--- src/rtl/instr_fetch_unit_pkg.sv ---
// Shared types and constants for the instruction fetch unit.
package fetch_pkg;

  typedef enum logic [1:0] {
    ISSUE,
    WAIT,
    VALID
  } fetch_state_t;

  localparam int INSTR_BYTES = 4;
  localparam int IDX_W       = 2;

endpackage

--- src/rtl/instr_fetch_unit_if.sv ---
// Memory, redirect and decode-side signals of the fetch unit.
interface instr_fetch_unit_if #(
  parameter int ADDR_W = 10
);

  logic [ADDR_W-1:0] mem_addr;
  logic [7:0]        mem_rdata;
  logic              redirect_valid;
  logic [ADDR_W-1:0] redirect_pc;
  logic              out_valid;
  logic              out_ready;
  logic [31:0]       out_instr;
  logic [ADDR_W-1:0] out_pc;

  modport master (
    output mem_addr, out_valid, out_instr, out_pc,
    input  mem_rdata, redirect_valid, redirect_pc, out_ready
  );

  modport slave (
    input  mem_addr, out_valid, out_instr, out_pc,
    output mem_rdata, redirect_valid, redirect_pc, out_ready
  );

endinterface

--- src/rtl/instr_fetch_unit_assembler.sv ---
// Little-endian byte assembly register: writes one byte lane per capture.
module instr_byte_assembler
  import fetch_pkg::*;
(
  input  logic             clk,
  input  logic             rst,
  input  logic             cap_en,
  input  logic [IDX_W-1:0] cap_idx,
  input  logic [7:0]       rdata,
  output logic [31:0]      word_q,
  output logic [31:0]      word_merged
);

  // Current word with this cycle's captured byte merged into its lane.
  always_comb begin
    word_merged = word_q;
    if (cap_en) begin
      word_merged[{cap_idx, 3'b000} +: 8] = rdata;
    end
  end

  // Register the merged word.
  always_ff @(posedge clk) begin
    if (rst) begin
      word_q <= '0;
    end else begin
      word_q <= word_merged;
    end
  end

endmodule

--- src/rtl/instr_fetch_unit.sv ---
// Fetch engine: issues four byte reads per instruction, assembles them
// little-endian and hands the word to decode over valid/ready.
module instr_fetch_unit
  import fetch_pkg::*;
#(
  parameter int              ADDR_W   = 10,
  parameter logic [ADDR_W-1:0] RESET_PC = '0
) (
  input logic              clk,
  input logic              rst,
  instr_fetch_unit_if.master bus
);

  fetch_state_t      state;
  logic [IDX_W-1:0]  idx;
  logic [ADDR_W-1:0] pc;
  logic              cap_flag;
  logic [IDX_W-1:0]  cap_idx;
  logic              out_valid_q;
  logic [31:0]       out_instr_q;
  logic [ADDR_W-1:0] out_pc_q;
  logic [31:0]       word_q;
  logic [31:0]       word_merged;

  instr_byte_assembler u_asm (
    .clk         (clk),
    .rst         (rst),
    .cap_en      (cap_flag),
    .cap_idx     (cap_idx),
    .rdata       (bus.mem_rdata),
    .word_q      (word_q),
    .word_merged (word_merged)
  );

  // Byte address decoded from registered state only; wraps with ADDR_W.
  always_comb begin
    bus.mem_addr = pc;
    if (state == ISSUE) begin
      bus.mem_addr = pc + ADDR_W'(idx);
    end
  end

  assign bus.out_valid = out_valid_q;
  assign bus.out_instr = out_instr_q;
  assign bus.out_pc    = out_pc_q;

  // Fetch FSM; redirect outranks every transition, reset outranks redirect.
  always_ff @(posedge clk) begin
    if (rst) begin
      state       <= ISSUE;
      idx         <= '0;
      pc          <= RESET_PC;
      cap_flag    <= 1'b0;
      cap_idx     <= '0;
      out_valid_q <= 1'b0;
      out_instr_q <= '0;
      out_pc_q    <= '0;
    end else if (bus.redirect_valid) begin
      // A handshake in this cycle still completes; only the next pc changes.
      state       <= ISSUE;
      idx         <= '0;
      pc          <= bus.redirect_pc;
      cap_flag    <= 1'b0;
      out_valid_q <= 1'b0;
    end else begin
      case (state)
        ISSUE: begin
          cap_flag <= 1'b1;
          cap_idx  <= idx;
          idx      <= idx + IDX_W'(1);
          if (idx == IDX_W'(INSTR_BYTES - 1)) begin
            state <= WAIT;
          end
        end
        WAIT: begin
          cap_flag    <= 1'b0;
          out_instr_q <= word_merged;
          out_pc_q    <= pc;
          out_valid_q <= 1'b1;
          state       <= VALID;
        end
        VALID: begin
          if (bus.out_ready) begin
            out_valid_q <= 1'b0;
            pc          <= pc + ADDR_W'(INSTR_BYTES);
            idx         <= '0;
            state       <= ISSUE;
          end
        end
        default: begin
          state <= ISSUE;
        end
      endcase
    end
  end

endmodule

--- src/flat_wrapper.sv ---
// flat-port wrapper written by rule: the top's interface ports become plain ports
module instr_fetch_unit_flat import fetch_pkg::*;
#(
  parameter int              ADDR_W   = 10,
  parameter logic [ADDR_W-1:0] RESET_PC = '0
)
  (clk, rst, bus_mem_addr, bus_out_valid, bus_out_instr, bus_out_pc, bus_mem_rdata, bus_redirect_valid, bus_redirect_pc, bus_out_ready);
  instr_fetch_unit_if #(.ADDR_W(ADDR_W)) bus_i ();
  input logic clk;
  input logic rst;
  output wire logic [$bits(bus_i.mem_addr)-1:0] bus_mem_addr;
  output wire logic [$bits(bus_i.out_valid)-1:0] bus_out_valid;
  output wire logic [$bits(bus_i.out_instr)-1:0] bus_out_instr;
  output wire logic [$bits(bus_i.out_pc)-1:0] bus_out_pc;
  input wire logic [$bits(bus_i.mem_rdata)-1:0] bus_mem_rdata;
  input wire logic [$bits(bus_i.redirect_valid)-1:0] bus_redirect_valid;
  input wire logic [$bits(bus_i.redirect_pc)-1:0] bus_redirect_pc;
  input wire logic [$bits(bus_i.out_ready)-1:0] bus_out_ready;
  assign bus_mem_addr = bus_i.mem_addr;
  assign bus_out_valid = bus_i.out_valid;
  assign bus_out_instr = bus_i.out_instr;
  assign bus_out_pc = bus_i.out_pc;
  assign bus_i.mem_rdata = bus_mem_rdata;
  assign bus_i.redirect_valid = bus_redirect_valid;
  assign bus_i.redirect_pc = bus_redirect_pc;
  assign bus_i.out_ready = bus_out_ready;
  instr_fetch_unit #(.ADDR_W(ADDR_W), .RESET_PC(RESET_PC)) u_core (.clk(clk), .rst(rst), .bus(bus_i));
endmodule
--- config.mk ---
export PLATFORM = sky130hd
export DESIGN_NAME = instr_fetch_unit_flat
export DESIGN_NICKNAME = d
export VERILOG_FILES = /design/src/rtl/instr_fetch_unit_pkg.sv /design/src/rtl/instr_fetch_unit_if.sv /design/src/rtl/instr_fetch_unit_assembler.sv /design/src/rtl/instr_fetch_unit.sv /design/src/flat_wrapper.sv
export SDC_FILE = /design/constraint.sdc
export NUM_CORES = 1
export LEC_CHECK = 0
export CAP_MARGIN = 20
export CORE_MARGIN = 2
export CORE_UTILIZATION = 55
export CTS_BUF_LIST = sky130_fd_sc_hd__clkbuf_16
export CTS_CLUSTER_SIZE = 40
export DETAILED_ROUTE_END_ITERATION = 7
export GPL_TIMING_DRIVEN = 0
export PLACE_DENSITY = 0.9
export SLEW_MARGIN = 5
export SYNTH_ARGS = -nofsm -noshare
export SYNTH_HDL_FRONTEND = slang
export SYNTH_SLANG_ARGS = --single-unit
--- constraint.sdc ---
create_clock -name clk -period 3.8 [get_ports clk]
set_input_delay 0.38 -clock clk [delete_from_list [all_inputs] [get_ports clk]]
set_output_delay 0.38 -clock clk [all_outputs]
set_load 0.02 [all_outputs]
## Yosys cells after proc, flatten, opt, wreduce, memory -nomap -nowiden

Index checks and enable logic that the tools add are counted.

| word-level totals | value |
|---|---|
| bits in registers | 92 |
| output and inout bits | 53 |
| word-level logic and storage cells | 47 |

| operators by class | value |
|---|---|
| $add $sub $neg | 4 |
| equal/unequal tests | 5 |
| shift operators | 2 |
| multiplexer cells | 13 |
| bitwise gates (word level) | 1 |
| reduce and logical (&&, ||, !) cells | 13 |

Operators by type and width:

| kind | count |
|---|---|
| 2-to-1 mux 10 bit | 4 |
| bitwise mux 32 bit | 1 |
| 2-to-1 mux 32 bit | 1 |
| variable shift 8 x 7 -> 32 bit (first input constant) | 1 |
| indexed part select 8 x 7 -> 32 bit | 1 |
| AND reduction 2 bit | 6 |
| adder 10 x 2 -> 10 bit | 1 |
| adder 10 x 3 -> 10 bit (second input constant) | 1 |
| nonzero test 2 bit | 5 |
| negator 5 -> 7 bit | 1 |
| case mux 2 bit (3 select lines) | 1 |
| equality test 2 bit (second input constant) | 2 |
| 2-to-1 mux 2 bit | 2 |
| != test 2 bit (second input constant) | 2 |
| case mux 1 bit (2 select lines) | 2 |
| case mux 2 bit (2 select lines) | 1 |
| adder 2 x 1 -> 2 bit (second input constant) | 1 |
| equality test 2 x 1 -> 1 bit (second input constant) | 1 |
| zero test 2 bit | 1 |
| OR reduction 2 bit | 1 |
| 2-to-1 mux 1 bit | 1 |
| NOT 1 bit | 1 |

## Depth between registers and ports, before layout

Gate-level depths: netlist of run 1.

| depth | value |
|---|---|
| depth after elaboration | 4 |
| gate-level depth with buffers | 7 |
| gate-level depth less buffers | 6 |

## Cells and area by module

A second synthesis of run 1 with hierarchy kept.

| unflattened totals | value |
|---|---|
| cells, all modules | 470 |
| area, all modules | 4043.9 µm² |

By module, submodules not included:

| module | instances | cells each | area each (µm²) |
|---|---|---|---|
| instr_fetch_unit | 1 | 308 | 2547.4 |
| instr_byte_assembler | 1 | 162 | 1496.4 |

## Worst setup path before layout of run 1

OpenSTA, ideal clock, no wires.

| timing path | value |
|---|---|
| path kind | register to output |
| start | register u_core.idx[0] |
| end | output bus_mem_addr[6] |
| arrival | 1.801 ns |
| required time | 3.420 ns |
| slack | 1.619 ns |
| cell stages (with the launch flop) | 7 |
| cell sequence | dfxtp_1 ha_1 inv_1 fa_1 nor4b_2 nand3_1 xnor2_1 |

| on the way | value |
|---|---|
| word-level cells in the longest chain between the ends | 2 |

Ends and longest elaborated chain:

| what | RTL line | text |
|---|---|---|
| start: declaration | instr_fetch_unit.sv:15 | `logic [IDX_W-1:0] idx;` |
| start signal: assignment | instr_fetch_unit.sv:70 | `idx <= idx + IDX_W'(1);` |
| adder 10 x 2 -> 10 bit | instr_fetch_unit.sv:39 | `bus.mem_addr = pc + ADDR_W'(idx);` |
| 2-to-1 mux 10 bit | instr_fetch_unit.sv:38 | `if (state == ISSUE) begin` |
| end: declaration | flat_wrapper.sv:11 | `output wire logic [$bits(bus_i.mem_addr)-1:0] bus_mem_addr;` |

No other way between the ends.

## Worst setup path in the final report of run 1

Same ends and word-level chain as after synthesis.

==> flow_results.org, run 1 <==
** Detailed routing
- In the routed layout, each cell is associated on average with a via count of 6.100.
- Number of DRC markers in iteration 0 :: roughly 260
- Drt first pass iters :: 5
- Dividing the detail-routed wire length by the instance count gives approximately 17 µm.
- WL final :: around 10000 µm
- Once detail routing completed, the nets flagged for antenna violations numbered 0.
- For this block, the via count after detailed routing is around 3500.
- For this run, design rule violations remaining after detail routing come to 0.

** STA
- The final max-slew violation count is 0.
- On the final layout, the worst clock skew is around 0.0065 ns.
- Setup violations remaining at the end of the flow were counted as 0.
- Headroom to the max-slew limit came out at between 60% and 70%.
- Tmin final :: between 3 and 4 ns
- Final-layout setup total negative slack :: 0 ns
- Count of endpoints failing hold in the final timing report :: 0
- Setup repair after global routing missed its margin :: no
- At the pin with the least slew margin, the transition time is ~0.59 ns.
- Max Clock Freq :: between 300 and 400 MHz
- The worst path uses a little over four fifths of the clock period.

** Min path
- Number of stages on the worst hold path :: 2
- The startpoint identified for the worst hold timing path is u_core.bus.out_pc[6]$_SDFFE_PP0P_.
- Worst hold path endpoint :: u_core.bus.out_pc[6]$_SDFFE_PP0P_
- In this run the worst hold path is classified as flip-flop to flip-flop.

** Placement
- Post-DP HPWL :: around 7000 µm
- Placer Congestion :: roughly 0.92
- Post-DP Area :: between 0.004 and 0.005 mm²
- After detailed placement, the design holds a cell count of 552.
- Buffers placed on the I/O ports in this run total 73.

** Layout
- 0 antenna diodes ended up in the layout.
- Compared with the post-synthesis result, the final layout area differs by 29.91%.
- Fraction of layout instances using a drive strength above 1 :: around 7.3%
- Final layout net count :: 518
- Sequential Area :: approximately 0.0018 mm²
- Once layout is complete, the utilization of the core stands at between 70% and 80%.
- Summing all multi-input logic gate instances after layout gives roughly 0.0017 mm².
- The finished cells cover about 0.0048 mm².
- Final non-filler cell total :: about 570
- Filler Cell Count :: 461

** Logic synthesis
- Number of distinct library cell variants in the gate-level netlist after synthesis :: 47
- Post-Syn Area :: around 0.0037 mm²
- In the synthesized netlist the async set-or-reset flop fraction comes to 0%.
- Post-Synthesis Net Count :: ~430
- Counting flops and latches in the post-synthesis netlist gives between 90 and 100.
- Sequential-to-total area share from yosys stat :: around half
- For this run, the leading register cell type out of synthesis is sky130_fd_sc_hd__dfxtp_1.
- The average instance in the mapped netlist occupies 9.241 µm².
- The synthesized design contains 0 enable-type register cells.
- For this run, the number of Yosys warnings is 0.
- Post-Syn Instances :: 402

** Floorplan
- In this run the horizontal extent of the chip is roughly 86 µm.
- DIE AREA :: 0.007428 mm²
- Die Y :: between 80 and 90 µm
- For this configuration, the core starts out at a cell density of 57.52%.
- Number of top-level pins :: between 70 and 80
- Area of the core region :: ~0.0065 mm²
- Row count :: 29

** Worst setup path
- The signal on the critical path passes through ha_1 -> inv_1 -> fa_1 -> nor4b_2 -> nand3_1 -> xnor2_1 -> clkdlybuf4s50_1.
- The worst setup path is of the flip-flop to primary output kind.
- The worst register-to-register path has a depth of 7.
- Data on the critical path is required at its endpoint by about 3.4 ns.
- The worst setup path is launched from a flip-flop.
- For this run, the slowest stage of the critical path takes just over 0.6 ns.
- CP arrival :: about 2.8 ns
- Slowest stage cell on the critical path :: sky130_fd_sc_hd__clkdlybuf4s50_1
- In this run the critical register-to-register path is captured at u_core.bus.out_instr[23]$_SDFFE_PP0P_.
- The startpoint identified for the worst register-to-register timing path is u_core.cap_idx[0]$_SDFFE_PP0P_.
- Launch point of the critical path :: u_core.idx[0]$_SDFFE_PP0P_
- Max FO, Critical Path :: 5
- In this run the register-to-register setup slack is 1.39 ns.
- Type of element capturing the critical path :: primary output

** Power
- Leakage :: about 1.7 nW
- In this run the power density over the cells is between 400 and 500 mW/mm².
- The design draws 1.995 mW.
- VDD sags by at most about 0.32 mV.

** Clock tree
- Counting along the longest clock path gives a buffer depth of 2.
- Post-CTS sizing :: 0
- Clock input transition at the sequential cells of the worst setup and hold paths :: approximately 0.070 ns
- Clock latency on the worst-skew pair, taken at its later pin, is about 0.34 ns.
- Clock tree synthesis selected as its root buffer the cell sky130_fd_sc_hd__clkbuf_16.
- The H-tree was split into 3 levels.
- After clock tree synthesis, the flow added hold-fix buffers numbering 0.
- TritonCTS built the clock tree.
- Buffers inserted during clock tree synthesis total 9.
- Number of sinks driven by the clock tree :: 92
- In this run the post-CTS setup repair buffer count came out at 0.

** Global route
- Pin count of the biggest net entering global routing :: 18
- Global routing finished with a remaining overflow of 0.
- Number of global-route vias before repair :: 3386
- Total track usage :: ~28%
- The first global-routing pass estimated approximately 16000 µm of wire.
- Initial antenna violation count :: 0

** Outcome
- The run finished with clean final reports.

** Flow run
- Across the run, the number of max-cap violations was 0.
-- where the power goes --
group,switching [mW],internal (mW)
combinational,0.0844,0.0670
sequential,0.0165,0.979
clock,0.394,0.454
total,0.495,1.50
-- worst max-delay path by stage --
stage / to
after CTS: bus_mem_addr[6]
after floorplan: bus_mem_addr[6]
after global routing: bus_mem_addr[6]
after detailed placement: bus_mem_addr[6]
final: bus_mem_addr[6]
after global placement: bus_mem_addr[6]
-- cells by family (layout without fill, tap and decap cells) --
group	count (synthesis)	after routing	synth area share (%)
and+or+nand+nor	151	151	19.23
AOI/OAI and AO/OA	94	94	19.20
DFF	92	92	49.58
buffers and inverters	40	129	4.681
adders and majority gates	10	10	3.570
xor gates and xnor gates	10	10	2.358
muxes	5	5	1.381
-- placed cells by master, fill, tap and decap left out, types with 2 or more instances in the layout --
cell type and count:
sky130_fd_sc_hd__a211oi_1 34, sky130_fd_sc_hd__a21boi_0 2, sky130_fd_sc_hd__a21oi_1 12, sky130_fd_sc_hd__a311oi_1 6
sky130_fd_sc_hd__a32oi_1 32, sky130_fd_sc_hd__and2_1 2, sky130_fd_sc_hd__and3b_1 4, sky130_fd_sc_hd__buf_1 4
sky130_fd_sc_hd__buf_2 9, sky130_fd_sc_hd__buf_4 3, sky130_fd_sc_hd__clkbuf_1 16, sky130_fd_sc_hd__clkbuf_16 9
sky130_fd_sc_hd__clkdlybuf4s50_1 73, sky130_fd_sc_hd__clkinv_4 2, sky130_fd_sc_hd__dfxtp_1 92, sky130_fd_sc_hd__ha_1 9
sky130_fd_sc_hd__inv_1 6, sky130_fd_sc_hd__inv_6 2, sky130_fd_sc_hd__mux2i_1 4, sky130_fd_sc_hd__nand2_1 29
sky130_fd_sc_hd__nand3_1 8, sky130_fd_sc_hd__nand4_1 3, sky130_fd_sc_hd__nand4b_1 2, sky130_fd_sc_hd__nor2_1 80
sky130_fd_sc_hd__nor2b_1 2, sky130_fd_sc_hd__nor3_1 3, sky130_fd_sc_hd__nor4b_1 2, sky130_fd_sc_hd__o21ai_0 4
sky130_fd_sc_hd__or3_1 4, sky130_fd_sc_hd__xnor2_1 7, sky130_fd_sc_hd__xor2_1 3
-- stage by stage --
stage / worst slack (ns) / hold slack, ns
after detailed placement: 0.9881 / 0.4464
after global routing: 0.4458 / 0.4684
final: 0.6037 / 0.4530
after floorplan: 1.619 / 0.4479
after CTS: 0.6212 / 0.4556
after global placement: 1.019 / 0.4440
-- critical path: cells and delay by family (launching register included) --
family                   cells  cell delay [ns]
flip-flops                   1             0.41
AND/OR/NAND/NOR              2             0.62
XOR/XNOR                     1             0.16
adder cells (fa/ha/maj)      2             0.62
buffers and inverters        2             0.67
-- flip-flops by register name, indices dropped and copies added (netlist names) --
name,count
u_core.bus.out_instr,32
u_core.u_asm.word_q,32
u_core.bus.out_pc,10
u_core.pc,10
u_core.cap_idx,2
u_core.idx,2
u_core.state,2
u_core.bus.out_valid,1
u_core.cap_flag,1
-- layout make-up --
| type | instances | share of cell area [%] |
|---|---|---|
| clock buffer | 9 | 4.667 |
| multi-input combinational | 270 | 35.21 |
| timing repair buffer | 73 | 15.14 |
| buffer | 33 | 3.059 |
| clock inverter | 7 | 1.219 |
| inverter | 7 | 0.5445 |
| tap | 77 | 1.996 |
| sequential | 92 | 38.16 |
-- synthesized netlist by cell type (all sizes together) (6+ instances only) --
cell type,n,area share [%]
a32oi,32,7.5
clkbuf,17,1.8
inv,6,0.61
dfxtp,92,50
a211oi,34,6.9
nand2,29,2.9
nand3,9,1.3
a21oi,12,1.6
xnor2,7,1.7
buf,16,2.2
ha,9,3.0
nor2,80,8.1
a311oi,6,1.4
-- metal layers --
metal / GRT usage (%) / vias to the layer above / wire length [µm]
met5: 0 / - / 0
met4: 11.65 / 0 / 318
met3: 6.571 / 29 / 827
met2: 44.54 / 177 / 4559
met1: 35.97 / 1632 / 4171
li1: - / 1627 / -
No activity file was read; power rests on OpenSTA's default activity.
==> run 2, diff against run 1 <==
--- a/config.mk
+++ b/config.mk
@@ -7,12 +7,12 @@
 export LEC_CHECK = 0
 export CAP_MARGIN = 20
 export CORE_MARGIN = 2
-export CORE_UTILIZATION = 55
+export CORE_UTILIZATION = 46
 export CTS_BUF_LIST = sky130_fd_sc_hd__clkbuf_16
 export CTS_CLUSTER_SIZE = 40
 export DETAILED_ROUTE_END_ITERATION = 7
 export GPL_TIMING_DRIVEN = 0
-export PLACE_DENSITY = 0.9
+export PLACE_DENSITY = 0.81
 export SLEW_MARGIN = 5
 export SYNTH_ARGS = -nofsm -noshare
 export SYNTH_HDL_FRONTEND = slang
==> constraint.sdc (replaced) <==
create_clock -name clk -period 2.58 [get_ports clk]
set_input_delay 0.258 -clock clk [delete_from_list [all_inputs] [get_ports clk]]
set_output_delay 0.258 -clock clk [all_outputs]
set_load 0.02 [all_outputs]
==> run 2 against run 1 <==
Net effect:
- sequential power up 48%
- clock power up 63%
- register-to-register slack worse by 1.2 ns
- clock skew up 0.0011 ns
- die area up 19%
- non-clock buffer count up 1
- core utilization down 11 points
- first-iteration DRC count down 16%
- largest power group unchanged
- highest routed layer unchanged
==> flow_results.org, run 2 (synthesis results as in run 1) <==
** Outcome
- The flow ran to the end, and the final reports show no timing, DRC or antenna violations.

** Global route
- Pin count of the biggest net entering global routing :: 16 (-2)
- The global-route wire length before repair was 15480 µm (-4.9%).
- The remaining global-route overflow is 0 (unchanged).
- The number of global-route vias before repair is 3150 (-7.0%).
- The global router's overall resource usage is 22.46% (-5.3 points).
- Initial antenna violation count :: 0 (unchanged)

** Worst setup path
- Category of the critical setup timing path :: flip-flop to primary output
- Setup slack on the worst flop-to-flop path :: 0.21 ns (-1.18 ns)
- Launch point of the critical path :: u_core.idx[1]$_SDFFE_PP0P_
- Among all stages on the critical path, the largest delay is contributed by sky130_fd_sc_hd__clkdlybuf4s50_1.
- Required time of the critical path :: 2.32 ns (-1.10 ns)
- The worst setup path is launched from a flip-flop.
- The maximum cell stage delay along the critical path came to 0.63 ns (about the same).
- The signal arrival time at the worst endpoint was 2.17 ns (-0.65 ns).
- The depth of the most critical reg-to-reg path came to 7 (unchanged).
- In this run the critical register-to-register path is captured at u_core.bus.out_instr[8]$_SDFFE_PP0P_.
- Max FO, Critical Path :: 5 (unchanged)
- FF-to-FF Start :: u_core.cap_idx[0]$_SDFFE_PP0P_
- STA classifies the critical path endpoint as a primary output.
- The critical path goes through ha_1 -> a21o_1 -> nand4b_1 -> xnor2_1 -> clkdlybuf4s50_1.

** STA
- Max Clock Freq :: between 400 and 500 MHz
- The worst clock skew came to 0.007670 ns (+0.001130 ns).
- The final hold slack was 0.4539 ns (+0.0008330 ns).
- Number of pins exceeding their max-slew limit in the final report :: 0 (unchanged)
- Setup repair after global routing left no endpoint under its margin.
- Slew at the pin closest to its max-slew limit :: 0.5764 ns (-0.01201 ns)
- The smallest clock period supported by the final layout is computed as 2.424 ns.
- Final-layout setup total negative slack :: 0 ns (unchanged)
- The total count of hold-check failures in the final report came to 0 (unchanged).
- The tightest slew margin relative to the limit came to 61.57% (+0.80 points).
- Final clock period utilization by the worst path :: 93.95%
- Number of setup violations in the final report :: 0 (unchanged)

** Clock tree
- The insertion delay to the later sink of the worst-skew pair came to 0.34 ns (about the same).
- CTS H-Tree Depth :: 3 (unchanged)
- In this run the clock root is driven by a sky130_fd_sc_hd__clkbuf_16.
- The number of buffers added to fix hold violations after cts came to 0 (unchanged).
- The clock-pin slew of the registers on the worst-case setup and hold paths came to 0.06 ns (about the same).
- The maximum root-to-sink buffer count is 2 (unchanged).
- TritonCTS clock tree :: built
- The clock sink count was 92 (unchanged).
- Number of buffers added by the clock tree synthesis step :: 9 (unchanged)

** Layout
- The design area was 0.004926 mm² (+2.1%).
- Most common library cell in the layout ignoring fill and taps :: sky130_fd_sc_hd__dfxtp_1
- Final layout net count :: 519 (+0.19%)
- The total of fill cells in the finished design was 630 (+37%).
- The final antenna diode count is 0 (unchanged).
- The share of final-layout standard cells stronger than drive strength 1 is 8.740% (+1.4 points).
- The library cells used most frequently in the layout, excluding fill and tap cells, are sky130_fd_sc_hd__dfxtp_1 (91), sky130_fd_sc_hd__nor2_1 (79), sky130_fd_sc_hd__clkdlybuf4s50_1 (69).
- Post-layout utilization of the core :: 63.42% (-11 points)
- Area grow syn2layout :: 32.60%
- The post-layout instance count excluding filler cells is 594 (+4.6%).

** Floorplan
- The number of standard-cell rows in the floorplan was 32 (+10%).
- The x dimension of the die was 93.87 µm (+8.9%).
- Area of the core region :: 0.007767 mm² (+20%)
- DIE AREA :: 0.008811 mm² (+19%)
- The height of the die came to 93.87 µm (+8.9%).
- Number of top-level pins :: 75 (unchanged)
- Starting density of the core :: 47.83% (-9.7 points)

** Placement
- The count of buffers inserted at the top-level ports is 73 (unchanged).
- Placer Congestion :: 0.9178 (-0.27%)
- The estimated wirelength of the detail-placed design came to 6860 µm (-2.1%).
- Post-DP Area :: 0.004573 mm² (+0.69%)
- Cell count after placement :: 577 (+4.5%)

** Power
- The cell-internal power was 2.387 mW (+59%).
- Net switching fraction of the power :: 22.31% (-2.5 points)
- The clock network power share came to 44.9% (+2.4 points).
- Power Density :: 623.6 mW/mm² (+51%)
- Register share of total power :: 47.7% (-2.2 points)
- The worst ir drop on vdd is 0.4147 mV (+30%).
- P_sw :: 0.6852 mW (+38%)
- Logic pwr share :: 7.3% (-0.3 points)
- The leakage power is 1.730 nW (+2.4%).

** Min path
- Worst hold path endpoint :: u_core.bus.out_pc[6]$_SDFFE_PP0P_
- The number of instances on the worst hold path came to 2 (unchanged).
- The startpoint identified for the worst hold timing path is u_core.bus.out_pc[6]$_SDFFE_PP0P_.
- Type of the worst min-delay path :: flip-flop to flip-flop

** Detailed routing
- The count of routing violations after the opening detailed-route iteration was 216 (-16%).
- Routed length per instance :: 16.20 µm (-6.9%)
- Drt first pass iters :: 4 (-1)
- The total vias in the final route was 3335 (-3.8%).
- The via-per-instance ratio is 5.614 (-8.0%).
- WL final :: 9620 µm (-2.6%)
- The number of routed nets with antenna violations came to 0 (unchanged).
- The final routed DRC violation total came to 0 (unchanged).

** Flow run
- Total of max-cap violations :: 0 (unchanged)
-- run 2: changes by cell type in the layout (fill, tap and decap cells not counted), sizes merged, moves of 2 or more --
cell           delta
bufinv            +2
clkdlybuf4s15     +2
clkdlybuf4s50     -4
inv               -2
-- run 2: how the worst max path moves through the flow --
stage,endpoint,slack [ns],cells after the start
3_3_place_gp,bus_mem_addr[6],-0.01,7
6_report,bus_mem_addr[7],0.16,5
3_5_place_dp,bus_mem_addr[6],-0.06,7
4_1_cts,bus_mem_addr[6],0.02,7
5_1_grt,bus_mem_addr[4],0.01,7
2_1_floorplan,bus_mem_addr[6],0.52,6
-- run 2: per-layer routing --
metal | track usage (%) | share of wire, % | vias up
li1 | - | - | 1626
met2 | 35.00 | 47 | 108
met4 | 8.816 | 1.6 | 0
met3 | 3.371 | 5.2 | 12
met1 | 31.28 | 46 | 1589
met5 | 0 | 0 | -
-- run 2: layout make-up --
cell class | instances | area [µm²] | area share, %
Sequential cell | 92 | 1843 | 37.41
Multi-Input combinational cell | 270 | 1728 | 35.08
Timing Repair Buffer | 74 | 738.2 | 14.99
Clock buffer | 9 | 225.2 | 4.572
Buffer | 33 | 147.6 | 2.997
Tap cell | 102 | 127.6 | 2.591
Clock inverter | 7 | 90.09 | 1.829
Inverter | 7 | 26.28 | 0.5334
-- run 2: worst max-delay path: cells and delay by family, from the launching register on --
kind / cells / cell delay, ns
fa+ha+maj: 1 / 0.27
simple gates: 1 / 0.13
buf+inv: 1 / 0.63
flops: 1 / 0.42
xor+xnor: 1 / 0.15
compound gates: 1 / 0.23
-- run 2: power by group through the flow --
| stage | Clock (mW) | Combinational (mW) | Sequential [mW] |
|---|---|---|---|
| 3_5_place_dp | 0 | 0.220 | 1.50 |
| 3_3_place_gp | 0 | 0.216 | 1.50 |
| 5_1_grt | 1.44 | 0.241 | 1.47 |
| 4_1_cts | 1.39 | 0.222 | 1.47 |
| 2_1_floorplan | 0 | 0.119 | 1.49 |
| 6_report | 1.38 | 0.225 | 1.47 |
-- run 2: metrics by stage --
step / power, mW / setup WS, ns
floorplan: 1.611 / 0.5206
global placement: 1.713 / -0.01108
detailed placement: 1.717 / -0.06292
CTS: 3.079 / 0.02105
global route: 3.155 / 0.01133
finish: 3.072 / 0.1561
-- run 2: what timing repair did --
| action | CTS | global route |
|---|---|---|
| pin swaps | 1 | 1 |
| cloned | 0 | 0 |
| resized for setup | 11 | 7 |
| setup buffers | 1 | 0 |
| setup endpoints to repair | 4 | 8 |
